===== src/rtl/mips_pkg.sv =====
// Shared types and constants for the single-cycle MIPS core datapath.
// Used by the register file/writeback stage and its exception controller.
package mips_pkg;

   localparam int DW   = 32;
   localparam int NREG = 32;

   typedef logic [31:0] word_t;
   typedef logic [4:0]  reg_addr_t;

   localparam reg_addr_t ZERO_REG = 5'd0;

   typedef enum logic {
      EXC_IDLE = 1'b0,
      EXC_PEND = 1'b1
   } exc_state_t;

endpackage


===== src/rtl/ovf_exc_ctrl.sv =====
// Overflow exception controller: IDLE/PEND state machine with the EPC,
// faulting destination register and a saturating exception counter.
module ovf_exc_ctrl #(
   parameter int AW   = 5,
   parameter int CNTW = 8
) (
   input  logic                clk,
   input  logic                reset,
   input  logic                we,
   input  logic                ovf,
   input  logic [AW-1:0]       wa,
   input  mips_pkg::word_t     pc,
   input  logic                exc_ack,
   output logic                exc_valid,
   output mips_pkg::word_t     epc,
   output logic [AW-1:0]       exc_reg,
   output logic [CNTW-1:0]     exc_cnt
);
   import mips_pkg::*;

   exc_state_t      state_reg;
   logic            exc_valid_reg;
   word_t           epc_reg;
   logic [AW-1:0]   exc_reg_reg;
   logic [CNTW-1:0] exc_cnt_reg;
   logic            trap;
   logic [CNTW-1:0] cnt_next;

   // ovf only matters for an instruction that actually writes back
   assign trap     = we & ovf;
   assign cnt_next = (exc_cnt_reg == {CNTW{1'b1}}) ? exc_cnt_reg : exc_cnt_reg + 1'b1;

   always_ff @(posedge clk or posedge reset) begin
      if (reset) begin
         state_reg     <= EXC_IDLE;
         exc_valid_reg <= 1'b0;
         epc_reg       <= '0;
         exc_reg_reg   <= '0;
         exc_cnt_reg   <= '0;
      end else begin
         case (state_reg)
            EXC_IDLE: begin
               if (trap) begin
                  state_reg     <= EXC_PEND;
                  exc_valid_reg <= 1'b1;
                  epc_reg       <= pc;
                  exc_reg_reg   <= wa;
                  exc_cnt_reg   <= cnt_next;
               end
            end
            EXC_PEND: begin
               // A fault arriving with the ack re-arms instead of clearing
               if (exc_ack && trap) begin
                  epc_reg     <= pc;
                  exc_reg_reg <= wa;
                  exc_cnt_reg <= cnt_next;
               end else if (exc_ack) begin
                  state_reg     <= EXC_IDLE;
                  exc_valid_reg <= 1'b0;
               end
            end
            default: begin
               state_reg     <= EXC_IDLE;
               exc_valid_reg <= 1'b0;
            end
         endcase
      end
   end

   assign exc_valid = exc_valid_reg;
   assign epc       = epc_reg;
   assign exc_reg   = exc_reg_reg;
   assign exc_cnt   = exc_cnt_reg;

endmodule


===== src/rtl/gpr_writeback.sv =====
// General-purpose register file and writeback stage: two combinational read
// ports with optional same-cycle forwarding, commit gated by overflow traps.
module gpr_writeback #(
   parameter int DW     = mips_pkg::DW,
   parameter int NREG   = mips_pkg::NREG,
   parameter int BYPASS = 1,
   parameter int CNTW   = 8,
   localparam int AW    = $clog2(NREG)
) (
   input  logic                clk,
   input  logic                reset,
   input  logic [AW-1:0]       ra1,
   input  logic [AW-1:0]       ra2,
   output logic [DW-1:0]       rd1,
   output logic [DW-1:0]       rd2,
   input  logic                we,
   input  logic [AW-1:0]       wa,
   input  logic [DW-1:0]       wd,
   input  logic                ovf,
   input  mips_pkg::word_t     pc,
   input  logic                exc_ack,
   output logic                exc_valid,
   output mips_pkg::word_t     epc,
   output logic [AW-1:0]       exc_reg,
   output logic [CNTW-1:0]     exc_cnt
);
   import mips_pkg::*;

   logic [NREG-1:0][DW-1:0] regs;
   logic                    commit;

   assign commit = we & ~ovf & ~exc_valid & (wa != AW'(ZERO_REG));

   // r0 has no storage, so it can never hold anything but zero
   assign regs[0] = '0;

   generate
      for (genvar gi = 1; gi < NREG; gi++) begin : g_reg
         logic [DW-1:0] q_reg;
         always_ff @(posedge clk or posedge reset) begin
            if (reset)
               q_reg <= '0;
            else if (commit && (wa == AW'(gi)))
               q_reg <= wd;
         end
         assign regs[gi] = q_reg;
      end
   endgenerate

   // commit already excludes r0, so forwarding never leaks into r0 reads
   always_comb begin
      rd1 = regs[ra1];
      rd2 = regs[ra2];
      if (BYPASS != 0 && commit) begin
         if (ra1 == wa) rd1 = wd;
         if (ra2 == wa) rd2 = wd;
      end
   end

   ovf_exc_ctrl #(
      .AW   (AW),
      .CNTW (CNTW)
   ) u_exc (
      .clk       (clk),
      .reset     (reset),
      .we        (we),
      .ovf       (ovf),
      .wa        (wa),
      .pc        (pc),
      .exc_ack   (exc_ack),
      .exc_valid (exc_valid),
      .epc       (epc),
      .exc_reg   (exc_reg),
      .exc_cnt   (exc_cnt)
   );

endmodule

===== config.mk =====
export PLATFORM = sky130hd
export DESIGN_NAME = gpr_writeback
export DESIGN_NICKNAME = d
export VERILOG_FILES = /design/src/rtl/mips_pkg.sv /design/src/rtl/ovf_exc_ctrl.sv /design/src/rtl/gpr_writeback.sv
export SDC_FILE = /design/constraint.sdc
export NUM_CORES = 2
export LEC_CHECK = 0
export CORE_MARGIN = 3
export CORE_UTILIZATION = 35
export DETAILED_ROUTE_END_ITERATION = 6
export HOLD_SLACK_MARGIN = 0.06
export MAX_ROUTING_LAYER = met4
export PLACE_DENSITY = 0.55
export SETUP_SLACK_MARGIN = 0.02
export SLEW_MARGIN = 10
export SYNTH_ARGS = -nofsm -noshare
export SYNTH_HDL_FRONTEND = slang
export SYNTH_HIERARCHICAL = 1
export SYNTH_SLANG_ARGS = --single-unit
export TNS_END_PERCENT = 10

===== constraint.sdc =====
create_clock -name clk -period 33.9 [get_ports clk]
set_input_delay 5.085 -clock clk [delete_from_list [all_inputs] [get_ports clk]]
set_output_delay 5.085 -clock clk [all_outputs]
set_load 0.005 [all_outputs]

==> flow_summary.ini <==
[placed_design]
place.gp.congestion = 0.7756
port_buffers = 193
place_hpwl_um = 102700
post-place-cells = 5875

[sta]
min_period_ns = 14.57
setup_tns_ns = 0
max_freq_mhz = 68.65
final-setup-viol-count = 0
finalCritPeriodShare = 0.4297
rsz0062_at_grt = false
maxSlewViolCount = 0
finClkSkew_ns = 0.03130
tightest_slew_ns = 1.214
hold_viol_final = 0
relSlewSlack = 0.1881

[floorplanning]
die_x_um = 405.1
die_area_mm2 = 0.1641
fp.dieH_um = 405.1
coreArea_mm2 = 0.1573
num_io_pins = 194
start_util = 0.3544
core.rowCount = 145

[synth]
synth_compound_area_frac = 0.06577
synthMuxAreaShare = 0.3976
syn_area_mm2 = 0.05574
postSynthCellCount = 3930
synthDistinctLibCells = 57
yosys_warnings = 6
synthTopCellsByArea = dfrtp_1 47%, mux2_2 23%, mux4_2 14%
syn_nets = 4015
ys.flop_type = dfrtp_1
synth_edf_count = 0
synth-seq-cells = 1039
async_flop_share = 1.000
synth_area_leader_cell = dfrtp_1
synth_top_area_frac = 0.4664
synth_area_per_cell_um2 = 14.18
synthAdderAreaFrac = 0.0002245
synth_top_family_by_area = multiplexers
synth-xor-area-share = 0.001728
yosys.area_share.simple = 0.03304
yosysSeqAreaShare = 0.4664

[critical_path]
crit_fanout = 38
path_depth = 8
timing.rr.end = g_reg[11].q_reg[30]
cpMostUsedCell = buf_4
crit_family = buffers and inverters
max_stage_delay_ns = 0.97
crit_end = rd2[31]
cp_cell_sequence = buf_4 > buf_4 > nor2b_4 > buf_4 > a22o_1 > a211oi_1 > o31ai_1 > clkdlybuf4s50_1
critPathKind = input pin to primary output
startpoint = ra2[2]
critical_path_buf_inv_count = 4
reg2reg_depth = 5
r2r_slack_ns = 30.72
r2r_start = u_exc/exc_valid
crit_required_ns = 28.81
cp_slowest_cell = o31ai_1
crit_path_start_kind = input pin
crit_arrival_ns = 9.48
endpoint_kind = primary output

[flow_run]
maxCapViolations = 0

[final_layout]
layout_common_cells = 1132 x mux2_2, 1039 x dfrtp_1, 352 x mux4_2
largest_register_ffs = 992
mostFrequentLayoutCell = mux2_2
drive_above_1_share = 0.4758
fin_cells = 6102
final_net_count = 4024
fill_cells = 14560
area_delta_synth_final_pct = 14.10

[global_routing]
antenna_found_initial = 6
grt_pass1_wl_um = 269600
grt_overflow = 0
grt_pass1_vias = 37450
grt_use_total = 0.2285
grt_max_degree = 143

[clock_network]
cts_buffer_depth = 3
clk_latency_ns = 0.76
cts_tree = done
cts_buffers = 120
holdBufCountCts = 0
post_cts_buffers = 0
clock-sinks = 1039
cts_resized = 0
cts.clk_slew.worst_paths_ns = 0.06
cts_root_buffer = clkbuf_16
htreeDepth = 3

[drt]
wl_per_cell_um = 29.83
via_per_inst = 5.999
drc = 0
first_pass_iters = 5
drt_iter0_drc = 3123
route.vias.total = 36610
ant_nets = 0
drt-total-wl_um = 182000

[power]
ir_drop_mv = 0.03814
finalPower_mw = 3.417
leakage_nw = 28.43
power.density_mw_per_mm2 = 53.73

[hold_path]
hold_path.class = flip-flop to flip-flop

[outcome]
outcome = completed
[synthesized netlist by cell type, drive strengths merged, types with 31 or more instances]
library cell  number
nor2b             71
nand2             76
or3               31
a221oi            63
o221ai            34
a211oi            32
a21oi             60
nor2              55
dfrtp           1039
nor3              70
buf              210
o21ai             36
mux4             352
clkbuf           213
mux2            1189
o22ai             32
mux2i             71
a22o              32
a22oi             85
[per-layer routing]
metal,global-route usage,vias up,part of all wire
li1,-,15240,-
met1,0.3182,19900,0.46
met2,0.3438,1212,0.45
met3,0.04127,254,0.065
met4,0.06144,0,0.024
met5,-,-,0
[where the power goes]
group | total (mW) | internal [mW] | switching [mW]
clock | 1.36 | 0.805 | 0.551
combinational | 0.558 | 0.317 | 0.242
sequential | 1.50 | 1.39 | 0.109
total | 3.42 | 2.52 | 0.901
[metrics by stage]
step	hold slack (ns)	setup WS, ns	instance area [µm²]	util
2_1_floorplan	0.4190	0.9058	55740	-
3_3_place_gp	0.4322	19.34	59460	0.3780
3_5_place_dp	0.4404	19.36	59460	0.3780
4_1_cts	0.4485	19.30	63600	0.4043
5_1_grt	0.4951	18.99	63600	0.4043
6_report	0.4476	19.33	63600	0.4043
[cell families after synthesis]
group           after synthesis
compound gates              479
xor+xnor                     11
fa+ha+maj                     1
buf+inv                     430
flops                      1039
mux                        1612
simple gates                358
[layout make-up]
cell class,instances,area (µm²),share of cell area
diodes,2,5.005,0.00007869
clock buffers,181,3596,0.05654
clock inverters,44,539.3,0.008479
inverters,7,33.78,0.0005312
multi-input cells,2461,27970,0.4398
flip-flops and latches,1039,26000,0.4088
well taps,2058,2575,0.04049
repair buffers,310,2883,0.04533
[worst min-delay path by stage]
stage,start,end,slack (ns),cells past startpoint
after global routing,u_exc/state_reg,u_exc/exc_valid,0.50,1
final,u_exc/state_reg,u_exc/exc_valid,0.45,1
after detailed placement,u_exc/state_reg,u_exc/exc_valid,0.44,1
after global placement,u_exc/state_reg,u_exc/exc_valid,0.43,1
after CTS,u_exc/state_reg,u_exc/exc_valid,0.45,1
after floorplan,u_exc/state_reg,u_exc/exc_valid,0.42,1
[worst register-to-register path, delay by kind of cell (launching register included)]
family | cells | cell delay [ns]
buf+inv | 1 | 0.56
flops | 1 | 0.50
mux | 1 | 0.42
simple gates | 3 | 1.58
Power figures use the tool's default switching activity.
